File: config.mk
export PLATFORM = sky130hd
export DESIGN_NAME = serial_pad_reader
export DESIGN_NICKNAME = d
export VERILOG_FILES = /design/src/rtl/serial_pad_reader.sv
export SDC_FILE = /design/constraint.sdc
export NUM_CORES = 1
export LEC_CHECK = 0
export ABC_AREA = 1
export BUFFER_PORTS_ARGS = -buffer_cell sky130_fd_sc_hd__clkbuf_2
export CORE_MARGIN = 4
export CORE_UTILIZATION = 35
export CTS_CLUSTER_DIAMETER = 100
export DETAILED_ROUTE_END_ITERATION = 6
export GPL_TIMING_DRIVEN = 0
export SLEW_MARGIN = 20
export SYNTH_ARGS = -nofsm -noshare
export SYNTH_HDL_FRONTEND = slang
export SYNTH_SLANG_ARGS = --single-unit
File: constraint.sdc
create_clock -name CLOCK -period 3.95 [get_ports CLOCK]
set_input_delay 0.79 -clock CLOCK [delete_from_list [all_inputs] [get_ports CLOCK]]
set_output_delay 0.79 -clock CLOCK [all_outputs]
set_load 0.005 [all_outputs]
File: src/rtl/serial_pad_reader.sv
// Multi-pad NES/SNES serial poller: shared LATCH/PULSE, parallel DATA lanes.
// Publishes active-high button words with VALID, PRESENT and CHANGED.
module serial_pad_reader #(
  parameter int NUM_PADS    = 2,
  parameter int NUM_BITS    = 16,
  parameter int HALF_PERIOD = 162,
  parameter int GAP_TICKS   = 100
) (
  input  logic                         CLOCK,
  input  logic                         RESET,
  input  logic                         ENABLE,
  input  logic                         MODE,
  input  logic [NUM_PADS-1:0]          DATA,
  output logic                         LATCH,
  output logic                         PULSE,
  output logic [NUM_PADS*NUM_BITS-1:0] BUTTONS,
  output logic [NUM_PADS-1:0]          PRESENT,
  output logic [NUM_PADS-1:0]          CHANGED,
  output logic                         VALID
);

  localparam int PW = $clog2(HALF_PERIOD);
  localparam int GW = $clog2(GAP_TICKS + 1);
  localparam int KW = $clog2(NUM_BITS);

  typedef enum logic [2:0] {
    S_IDLE, S_LAT1, S_LAT2, S_HI, S_LO, S_DONE
  } state_t;

  state_t state, state_n;

  logic [PW-1:0] pre;
  logic          tick;
  logic [GW-1:0] gap_cnt;
  logic [KW-1:0] k, last;
  logic          nes;
  logic          latch_d, pulse_d;
  logic [NUM_PADS-1:0] seen;
  logic [NUM_BITS-1:0] lane [NUM_PADS];
  logic [NUM_BITS-1:0] pub  [NUM_PADS];
  logic [NUM_BITS-1:0] mask;

  assign tick = (pre == PW'(HALF_PERIOD - 1));
  assign last = nes ? KW'(7) : KW'(NUM_BITS - 1);
  assign mask = nes ? NUM_BITS'(8'hFF) : '1;

  always_ff @(posedge CLOCK) begin
    if (RESET)     pre <= '0;
    else if (tick) pre <= '0;
    else           pre <= pre + 1'b1;
  end

  always_ff @(posedge CLOCK) begin
    if (RESET) begin
      state <= S_IDLE;
      LATCH <= 1'b0;
      PULSE <= 1'b1;
    end else begin
      state <= state_n;
      LATCH <= latch_d;
      PULSE <= pulse_d;
    end
  end

  // The tick that runs the gap down to zero also launches the frame.
  always_comb begin
    state_n = state;
    unique case (state)
      S_IDLE:
        if (tick && ENABLE && gap_cnt <= GW'(1))
          state_n = S_LAT1;
      S_LAT1: if (tick) state_n = S_LAT2;
      S_LAT2: if (tick) state_n = S_HI;
      S_HI:   if (tick) state_n = S_LO;
      S_LO:
        if (tick)
          state_n = (k == last) ? S_DONE : S_HI;
      S_DONE: state_n = S_IDLE;
      default: state_n = S_IDLE;
    endcase
  end

  always_comb begin
    latch_d = (state_n == S_LAT1) || (state_n == S_LAT2);
    pulse_d = (state_n != S_LO);
  end

  always_comb begin
    for (int p = 0; p < NUM_PADS; p++)
      pub[p] = seen[p] ? (lane[p] & mask) : '0;
  end

  always_ff @(posedge CLOCK) begin
    if (RESET) begin
      gap_cnt <= '0;
      k       <= '0;
      nes     <= 1'b0;
      seen    <= '0;
      BUTTONS <= '0;
      PRESENT <= '0;
      CHANGED <= '0;
      VALID   <= 1'b0;
      for (int p = 0; p < NUM_PADS; p++)
        lane[p] <= '0;
    end else begin
      VALID   <= 1'b0;
      CHANGED <= '0;
      if (state == S_DONE)
        gap_cnt <= GW'(GAP_TICKS);
      else if (state == S_IDLE && tick && gap_cnt != '0)
        gap_cnt <= gap_cnt - 1'b1;
      if (state == S_IDLE && state_n == S_LAT1) begin
        nes  <= ~MODE;
        k    <= '0;
        seen <= '0;
        for (int p = 0; p < NUM_PADS; p++)
          lane[p] <= '0;
      end
      // A line that never reads high is floating or pulled low: no pad.
      if (state == S_HI && tick) begin
        for (int p = 0; p < NUM_PADS; p++) begin
          lane[p][k] <= ~DATA[p];
          seen[p]    <= seen[p] | DATA[p];
        end
      end
      if (state == S_LO && tick && k != last)
        k <= k + 1'b1;
      if (state == S_DONE) begin
        VALID   <= 1'b1;
        PRESENT <= seen;
        for (int p = 0; p < NUM_PADS; p++) begin
          BUTTONS[p*NUM_BITS +: NUM_BITS] <= pub[p];
          CHANGED[p] <=
            pub[p] != BUTTONS[p*NUM_BITS +: NUM_BITS];
        end
      end
    end
  end

endmodule

# ---- Word-level counts from Yosys, hierarchy flattened
# Memory sizes are Yosys's and may differ from the RTL's.
# Index checks and enable logic that the tools add are counted.
dict set report word_totals {
  reg_bits 64
  latch_bits 0
  mem_bits_rw 32
  romBits 0
  input_bits 6
  out_inout_bits 39
  word_cells 155
  n_memories 1
}
dict set report op_classes {
  n_addsub 3
  n_mul 0
  div 0
  n_lt_le_gt_ge 3
  n_eq_ne 13
  n_shift 0
  n_mux 62
  bitwise 42
  n_reduce_logical 18
}
# name words width read_ports rd_clocked_by_memory_dff wr line
set mem_list {}
lappend mem_list {lane 2 16 2 0 2 39} ;# logic [NUM_BITS-1:0] lane [NUM_PADS];
# cell count
set op_table {}
lappend op_table {{two-way mux 16 bit} 6}
lappend op_table {{two-way mux 1 bit} 41}
lappend op_table {{bitwise OR 1 bit} 36}
lappend op_table {{AND 16 bit} 2}
lappend op_table {{inequality test 16 bit} 2}
lappend op_table {{two-way mux 3 bit} 6}
lappend op_table {{case mux 3 bit (5 select lines)} 1}
lappend op_table {{two-way mux 7 bit} 2}
lappend op_table {{two-way mux 4 bit} 3}
lappend op_table {{== test 3 x 2 -> 1 bit, second input constant} 3}
lappend op_table {{logical AND 1 bit} 9}
lappend op_table {{adder 8 x 1 -> 8 bit, second input constant} 1}
lappend op_table {{== test 8 bit, second input constant} 1}
lappend op_table {{<= comparator 7 x 1 -> 1 bit, second input constant} 1}
lappend op_table {{nonzero test 7 bit} 1}
lappend op_table {{subtractor 7 x 1 -> 7 bit, second input constant} 1}
lappend op_table {{== test 3 x 1 -> 1 bit, second input constant} 2}
lappend op_table {{== test 3 bit, second input constant} 2}
lappend op_table {{nonzero test 2 bit} 3}
lappend op_table {{OR reduction 2 bit} 3}
lappend op_table {{less-than comparator 4 x 5 -> 1 bit, second input constant} 1}
lappend op_table {{adder 4 x 1 -> 4 bit, second input constant} 1}
lappend op_table {{demux 1 bit (select 4 bit)} 1}
lappend op_table {{== test 4 bit} 1}
lappend op_table {{other kinds (7)} 11}

# ---- Depth between registers and ports, before layout
# Gate-level depths: netlist of run 1.
dict set report depth {
  word_depth 12
  ltp_mapped 12
  depth_no_buf 12
}

# ---- Worst setup path after synthesis of run 1
# Ideal clock, no wire load.
dict set report synth_path {
  path_type {input-to-reg}
  start {in RESET}
  end {mem lane[0][0], data pin}
  t_arrival_ns 1.891
  required_ns 3.672
  path_slack_ns 1.782
  path_stages 6
  n_path_buf 1
  cell_sequence {inv_2 -> clkbuf_1 -> nand4_1 -> nand4_1 -> nor2_1 -> nor2_1}
}
# item line
set synth_lines {}
lappend synth_lines {{start: declaration} 10} ;# input logic RESET,
lappend synth_lines {{end: declaration} 39}

==> results of run 1 <==
cells in the mapped netlist (3+ instances only):
cell                        count  area share [%]
sky130_fd_sc_hd__inv_1         52             4.2
sky130_fd_sc_hd__nor4_1         3            0.41
sky130_fd_sc_hd__dfxtp_1       64              28
sky130_fd_sc_hd__nand4_1       13             1.8
sky130_fd_sc_hd__nor2_1        31             2.5
sky130_fd_sc_hd__nand3_1       24             2.6
sky130_fd_sc_hd__a21oi_1       25             2.7
sky130_fd_sc_hd__buf_4          5            0.81
sky130_fd_sc_hd__xor2_1        20             3.8
sky130_fd_sc_hd__nand2_2        5            0.68
sky130_fd_sc_hd__o21ai_0       11             1.2
sky130_fd_sc_hd__o22ai_2       22             5.9
sky130_fd_sc_hd__o21ai_2       12             2.3
sky130_fd_sc_hd__inv_2         12            0.97
sky130_fd_sc_hd__nor3_1         5            0.54
sky130_fd_sc_hd__o2111ai_1      3            0.57
sky130_fd_sc_hd__o21ai_1       12             1.3
sky130_fd_sc_hd__ha_1           9             2.4
sky130_fd_sc_hd__nor2_4         5             1.2
sky130_fd_sc_hd__nand2_1       92             7.5
sky130_fd_sc_hd__buf_6          5             1.2
sky130_fd_sc_hd__edfxtp_1      32              21
report_power, final:
part	switching (mW)	leakage, nW	internal [mW]
Sequential	0.00914	0.820	1.04
Clock	0.360	0.132	0.424
Combinational	0.0342	1.07	0.0126
registers in the layout, summed over array words and instances, names as in the netlist:
| name | flops |
|---|---|
| pre | 8 |
| gap_cnt | 7 |
| state | 3 |
| lane | 32 |
| LATCH | 1 |
| BUTTONS | 32 |
| PRESENT | 2 |
| CHANGED | 2 |
| PULSE | 1 |
| VALID | 1 |
| k | 4 |
| nes | 1 |
| seen | 2 |
metrics by stage:
stage,setup WS [ns],instances,hold slack (ns),power [mW]
2_1_floorplan,1.78,494,0.433,1.10
6_report,1.26,726,0.473,1.88
3_5_place_dp,0.878,710,0.464,1.12
3_3_place_gp,0.949,710,0.446,1.11
4_1_cts,1.24,726,0.478,1.91
5_1_grt,0.988,726,0.505,1.95
cells in the final DEF (no fill, tap or decap), types with 9 or more instances in the layout:
cell,instances
sky130_fd_sc_hd__clkbuf_16,9
sky130_fd_sc_hd__o22ai_2,22
sky130_fd_sc_hd__xor2_1,20
sky130_fd_sc_hd__nand4_1,13
sky130_fd_sc_hd__o21ai_2,12
sky130_fd_sc_hd__clkbuf_2,45
sky130_fd_sc_hd__dfxtp_1,64
sky130_fd_sc_hd__ha_1,9
sky130_fd_sc_hd__inv_2,12
sky130_fd_sc_hd__nand2_1,92
sky130_fd_sc_hd__a21oi_1,25
sky130_fd_sc_hd__nand3_1,24
sky130_fd_sc_hd__nor2_1,31
sky130_fd_sc_hd__o21ai_1,12
sky130_fd_sc_hd__edfxtp_1,32
sky130_fd_sc_hd__inv_1,52
sky130_fd_sc_hd__o21ai_0,11
metal layers:
metal / vias to the layer above / track usage, % / part of all wire, %
met3: 19 / 2.93 / 4.6
met4: 0 / 6.30 / 2.2
met2: 72 / 23.9 / 49
li1: 1776 / - / -
met1: 1658 / 17.7 / 44
met5: - / 0 / 0
logic make-up after synthesis:
group / share of synthesized area, %
AO/OA/AOI/OAI: 14.9
XOR/XNOR: 4.16
adder cells (fa/ha/maj): 2.43
buffers and inverters: 7.94
flip-flops: 48.4
AND/OR/NAND/NOR: 22.2
worst max-delay path: cells and delay by family:
| family | cells | cell delay [ns] |
|---|---|---|
| and+or+nand+nor | 4 | 1.18 |
| buffers and inverters | 3 | 0.71 |
worst max path at each step:
stage | from | endpoint | slack [ns] | depth (start not counted)
floorplan | RESET | lane[0][0]$_DFFE_PP_ | 1.78 | 6
global placement | RESET | lane[0][13]$_DFFE_PP_ | 0.95 | 7
detailed placement | RESET | lane[0][24]$_DFFE_PP_ | 0.88 | 7
CTS | RESET | lane[0][19]$_DFFE_PP_ | 1.24 | 7
global route | RESET | lane[0][11]$_DFFE_PP_ | 0.99 | 7
finish | RESET | lane[0][12]$_DFFE_PP_ | 1.26 | 7
cell type report:
class	count	area, um2	share of cell area (%)
Sequential cell	96	2240	42.0
Multi-Input combinational cell	317	2020	37.9
Inverter	67	256	4.81
Clock buffer	10	229	4.29
Timing Repair Buffer	44	220	4.13
Tap cell	172	215	4.04
Buffer	14	111	2.09
Clock inverter	6	36.3	0.680
==> results.txt, run 1 <==
----------------------------------------------------
[Clock network]
  Clock slew seen by the registers of the worst setup and hold paths ... 0.06 ns
  # resized after CTS ... 0
  Clock root buffer ... sky130_fd_sc_hd__clkbuf_16
  Post CTS Setup Buffer Count ... 0
  Clock buffer count from CTS ... 9
  CTS tree ... done
  Clock Tree Buf Depth ... 2
  Clock network latency to the later pin of the worst-skew pair ... 0.34 ns
  Number of clock sinks seen by CTS ... 96
  Hold-fix buffer count after cts ... 0
  Number of levels in the clock H-tree ... 3

[Critical path]
  Crit path launch type ... input port
  Worst setup path class ... input port to flip-flop
  Data arrival time of the worst path ... 2.69 ns
  Largest fanout of any net on the critical path ... 16
  Reg2reg setup slack ... 1.40 ns
  Depth of the worst register-to-register path ... 9
  Cell breakdown of the critical path ... clkbuf_2 > inv_2 > clkbuf_1 > nand4_1 > nand4_1 > nor2_1 > nor2_1
  End of the worst register-to-register path ... lane[0][12]$_DFFE_PP_
  Critical R2R Launch ... pre[0]$_SDFF_PP0_
  Max stage delay cell, worst path ... sky130_fd_sc_hd__nor2_1
  Critical Path Max Stage Delay ... 0.75 ns
  Critical path data required time ... 3.95 ns
  Endpoint type of the worst setup path ... flip-flop

[Route]
  Antenna-violating nets left ... 0
  Total DRC errors in the routed layout ... 0
  Starting DRC count in detailed routing ... 171
  Mean number of vias per cell ... 4.86
  Initial DRT Pass Iterations ... 4
  Wire length reported by the detailed router ... 10100 um
  Routed wire length per instance ... 13.9 um
  Via count ... 3525

[Layout]
  Diode count ... 0
  Net count reported at finish ... 564
  Share of the core filled with cells ... 41.7%
  Fill cell total of the finished layout ... 1255
  Fin area ... 5330 um2
  Fraction of layout instances using a drive strength above 1 ... 25.6%
  Syn-to-layout area delta ... 15.1%

[Place]
  Buffers added on ports ... 44
  Detailed placer's ending HPWL ... 7720 um
  Gp weighted congestion ... 0.910
  Placement Cell Area ... 5070 um2

[Floorplan]
  Initial core utilization ... 36.3%
  Die width ... 123 um
  Standard-cell rows ... 41
  Area of the die ... 15100 um2
  Number of top-level pins ... 45
  Die Y-Extent ... 123 um
  Core region area ... 12800 um2

[GRT]
  First-pass GRT wire length ... 16700 um
  Overflow left after global routing ... 0
  Combined global-route utilization of all metal layers ... 14.2%
  Number of antenna violations at the first check in global routing ... 0
  Vias in the first global route ... 3450
  Largest net degree at the start of global routing ... 17

[Synth]
  Yosys warning total ... 0
  Number of synthesized register bits ... 96
  Syn Std Cell Area ... 4630 um2
  Synthesized netlist net count ... 509
  Number of distinct library cells after synthesis ... 44
  Average footprint of a synthesized cell ... 9.38 um2
  Cell count after synthesis ... 494
  Top_reg_cell synth ... sky130_fd_sc_hd__dfxtp_1
  Number of flops mapped to enable cells by yosys ... 32
  Sequential area share after synthesis ... 48.4%
  Fraction of registers with async set/reset ... 0%

[STA]
  Sum of negative setup slack ... 0 ns
  Final max-slew violation count ... 0
  Number of failing setup endpoints in the final timing report ... 0
  Slew of the pin with the lowest slew margin ... 0.993 ns
  Timing-limited maximum frequency ... 372 MHz
  Max-slew headroom at the worst pin ... 33.5%
  Minimum period implied by the final worst setup slack ... 2.69 ns
  Hold violation count in the final report ... 0
  Maximum clock skew at final layout ... 0.00838 ns
  Unrepaired setup endpoints after global routing ... false
  Part of the cycle the worst path needs ... 68.0%

[Job]
  Max-capacitance violation count ... 0

[Hold path]
  Hold Path Stages ... 1
  Hold Path Class ... flip-flop to flip-flop
  Hold endpoint ... pre[0]$_SDFF_PP0_
  Hold_sp ... pre[0]$_SDFF_PP0_

[Pwr]
  Worst supply voltage drop on vdd ... 0.187 mV
  Total power divided by cell area ... 352 nW/um2
  Static leakage ... 2.02 nW

[Status]
  Status ... complete, no violations

----------------------------------------------------
Power figures use the tool's default switching activity.
==> run 2: changes to the inputs <==
clock period = 2.25 ns   (was 3.95 ns; I/O delays follow)
==> run 2 against run 1 <==
  * Power rose by 76%
  * Clock skew barely moved
  * Count of clock-buffer cells in the layout did not move
  * Via count rose by 0.11%
  * Critical path type is now flip-flop to flip-flop
  * Worst setup slack got worse by 1.1 ns
  * Non-clock buffer count did not move
  * Highest routed layer unchanged
==> results.txt, run 2 (synthesis gave the netlist of run 1 again) <==
----------------------------------------------------
[Status]
  Status ... complete, no violations

[Place]
  Dpl cells ... 710 (unchanged)
  Placement Cell Area ... 5070 um2 (unchanged)
  Buffers added on ports ... 44 (unchanged)
  Detailed placer's ending HPWL ... 7720 um (unchanged)
  Gp weighted congestion ... 0.910 (unchanged)

[Clock network]
  Number of levels in the clock H-tree ... 3 (unchanged)
  Clock network latency to the later pin of the worst-skew pair ... 0.34 ns (about the same)
  Clock root buffer ... sky130_fd_sc_hd__clkbuf_16
  Clock slew seen by the registers of the worst setup and hold paths ... 0.07 ns (about the same)
  Post CTS Setup Buffer Count ... 0 (unchanged)
  Clock Tree Buf Depth ... 2 (unchanged)
  Number of clock sinks seen by CTS ... 96 (unchanged)
  CTS tree ... done
  Clock buffer count from CTS ... 9 (unchanged)

[STA]
  Final max-slew violation count ... 0 (unchanged)
  Minimum period implied by the final worst setup slack ... 2.05 ns
  Max-slew headroom at the worst pin ... 66.0% (+32 points)
  Slew of the pin with the lowest slew margin ... 0.505 ns (-0.488 ns)
  Maximum clock skew at final layout ... 0.00876 ns (+0.000373 ns)
  Unrepaired setup endpoints after global routing ... false
  Sum of negative setup slack ... 0 ns (unchanged)
  Part of the cycle the worst path needs ... 91.1%
  Hold violation count in the final report ... 0 (unchanged)
  Timing-limited maximum frequency ... 488 MHz
  Number of failing setup endpoints in the final timing report ... 0 (unchanged)

[GRT]
  Number of antenna violations at the first check in global routing ... 0 (unchanged)
  Largest net degree at the start of global routing ... 17 (unchanged)
  First-pass GRT wire length ... 16700 um (about the same)
  Overflow left after global routing ... 0 (unchanged)
  Vias in the first global route ... 3463 (+0.38%)
  Combined global-route utilization of all metal layers ... 14.3% (about the same)

[Route]
  Via count ... 3529 (+0.11%)
  Top routing layer in use ... met4
  Mean number of vias per cell ... 4.86 (+0.11%)
  Total DRC errors in the routed layout ... 0 (unchanged)
  Starting DRC count in detailed routing ... 168 (-1.8%)
  Antenna-violating nets left ... 0 (unchanged)
  Total met3 wirelength after detailed routing ... 516 um (+11%)
  Routed wire length on met2 ... 4950 um (-0.90%)
  Routed metal-1 wire length ... 4450 um (+0.63%)
  Initial DRT Pass Iterations ... 5 (+1)
  Routed wire length per instance ... 13.9 um (+0.25%)
  Wire length reported by the detailed router ... 10100 um (+0.25%)

[Layout]
  Most frequent cells in the layout ... sky130_fd_sc_hd__nand2_1 (92), sky130_fd_sc_hd__dfxtp_1 (64), sky130_fd_sc_hd__inv_1 (52)
  Fraction of layout instances using a drive strength above 1 ... 26.0% (+0.36 points)
  Commonest non-fill, non-tap cell in the layout ... sky130_fd_sc_hd__nand2_1
  Net count reported at finish ... 564 (unchanged)
  Diode count ... 0 (unchanged)
  Fill cell total of the finished layout ... 1254 (-0.080%)
  Syn-to-layout area delta ... 15.5%
  Registers with the most flip-flops ... BUTTONS (32), lane (32), pre (8)
  Fin area ... 5350 um2 (+0.28%)
  Number of standard cells in the final layout excluding fillers ... 726 (unchanged)

[Critical path]
  Endpoint type of the worst setup path ... flip-flop
  Largest fanout of any net on the critical path ... 6 (-10)
  Reg2reg setup slack ... 0.20 ns (-1.20 ns)
  Crit path launch type ... flip-flop
  Depth of the worst register-to-register path ... 7 (-2)
  Critical path data required time ... 2.25 ns (-1.70 ns)
  Data arrival time of the worst path ... 2.05 ns (-0.64 ns)
  Critical R2R Launch ... pre[0]$_SDFF_PP0_
  End of the worst register-to-register path ... lane[0][22]$_DFFE_PP_
  Worst setup path class ... flip-flop to flip-flop

[Floorplan]
  Standard-cell rows ... 41 (unchanged)
  Core region area ... 12800 um2 (unchanged)
  Area of the die ... 15100 um2 (unchanged)
  Die Y-Extent ... 123 um (unchanged)
  Initial core utilization ... 36.3% (unchanged)
  Die width ... 123 um (unchanged)
  Number of top-level pins ... 45 (unchanged)

[Hold path]
  Hold endpoint ... nes$_SDFFE_PP0P_
  Hold_sp ... MODE
  Hold Path Class ... input port to flip-flop
  Hold Path Stages ... 2 (+1)

[Pwr]
  Worst supply voltage drop on vdd ... 0.329 mV (+76%)
  Clock power share ... 41.9% (about the same)
  Register share of total power ... 55.6% (-0.2 points)
  Total power divided by cell area ... 618 nW/um2 (+76%)
  Static leakage ... 2.02 nW (about the same)
  Sw Ratio ... 21.7% (+0.20 points)
  Cell-internal power ... 2.59 mW (+76%)
  Switch Pwr ... 0.716 mW (+78%)
  Overall Power ... 3.30 mW (+76%)
  Combinational Power Share ... 2.5% (about the same)

[Job]
  Max-capacitance violation count ... 0 (unchanged)

----------------------------------------------------
## run 2: per-stage QoR
step                util, %  setup WS, ns  hold slack [ns]
finish                 41.9         0.200            0.304
global route           41.9      0.000272            0.313
CTS                    41.8      -0.00754            0.294
detailed placement     39.7        -0.482            0.464
global placement       39.7        -0.411            0.446
floorplan                 -         0.311            0.433
## run 2: power by group through the flow
| stage | clock network [mW] | registers, mW | logic, mW |
|---|---|---|---|
| detailed placement | 0 | 1.88 | 0.0838 |
| global placement | 0 | 1.87 | 0.0810 |
| CTS | 1.43 | 1.84 | 0.0841 |
| finish | 1.38 | 1.84 | 0.0831 |
| floorplan | 0 | 1.87 | 0.0554 |
| global route | 1.50 | 1.84 | 0.0936 |
## run 2: worst max-delay path, cell delays in order, from the launching register on
cell                      delay (ns)
sky130_fd_sc_hd__dfxtp_1        0.38
sky130_fd_sc_hd__ha_1           0.16
sky130_fd_sc_hd__nand2_1        0.08
sky130_fd_sc_hd__nor2_4         0.15
sky130_fd_sc_hd__nand2_4        0.12
sky130_fd_sc_hd__nor4_2         0.24
sky130_fd_sc_hd__nand2_1        0.17
sky130_fd_sc_hd__o21ai_0        0.41
## run 2: routing by layer
metal  track usage [%]  up-vias
met5                 0        -
met4              6.30        0
met3              2.93       17
met2              24.0       84
met1              17.7     1652
li1                  -     1776
## run 2: timing repair
item	CTS	global route
gates cloned	0	0
endpoints found under the setup margin	32	32
hold buffers	0	0
resized for setup	2	2
## run 2: how the worst max path moves through the flow
stage	start	slack (ns)	depth (start not counted)	to
finish	pre[0]$_SDFF_PP0_	0.20	7	lane[0][22]$_DFFE_PP_
global route	pre[0]$_SDFF_PP0_	0.0003	9	lane[0][11]$_DFFE_PP_
CTS	pre[0]$_SDFF_PP0_	-0.008	9	lane[0][19]$_DFFE_PP_
detailed placement	RESET	-0.48	7	lane[0][24]$_DFFE_PP_
global placement	RESET	-0.41	7	lane[0][13]$_DFFE_PP_
floorplan	pre[0]$_SDFF_PP0_	0.31	9	lane[0][0]$_DFFE_PP_
## run 2: final cells by class
class | count | area, um2 | area share (%)
inverters | 67 | 256 | 4.80
clock buffers | 10 | 229 | 4.28
repair buffers | 44 | 220 | 4.12
clock inverters | 6 | 36.3 | 0.679
multi-input cells | 317 | 2040 | 38.1
well taps | 172 | 215 | 4.02
plain buffers | 14 | 111 | 2.08
flip-flops and latches | 96 | 2240 | 41.9
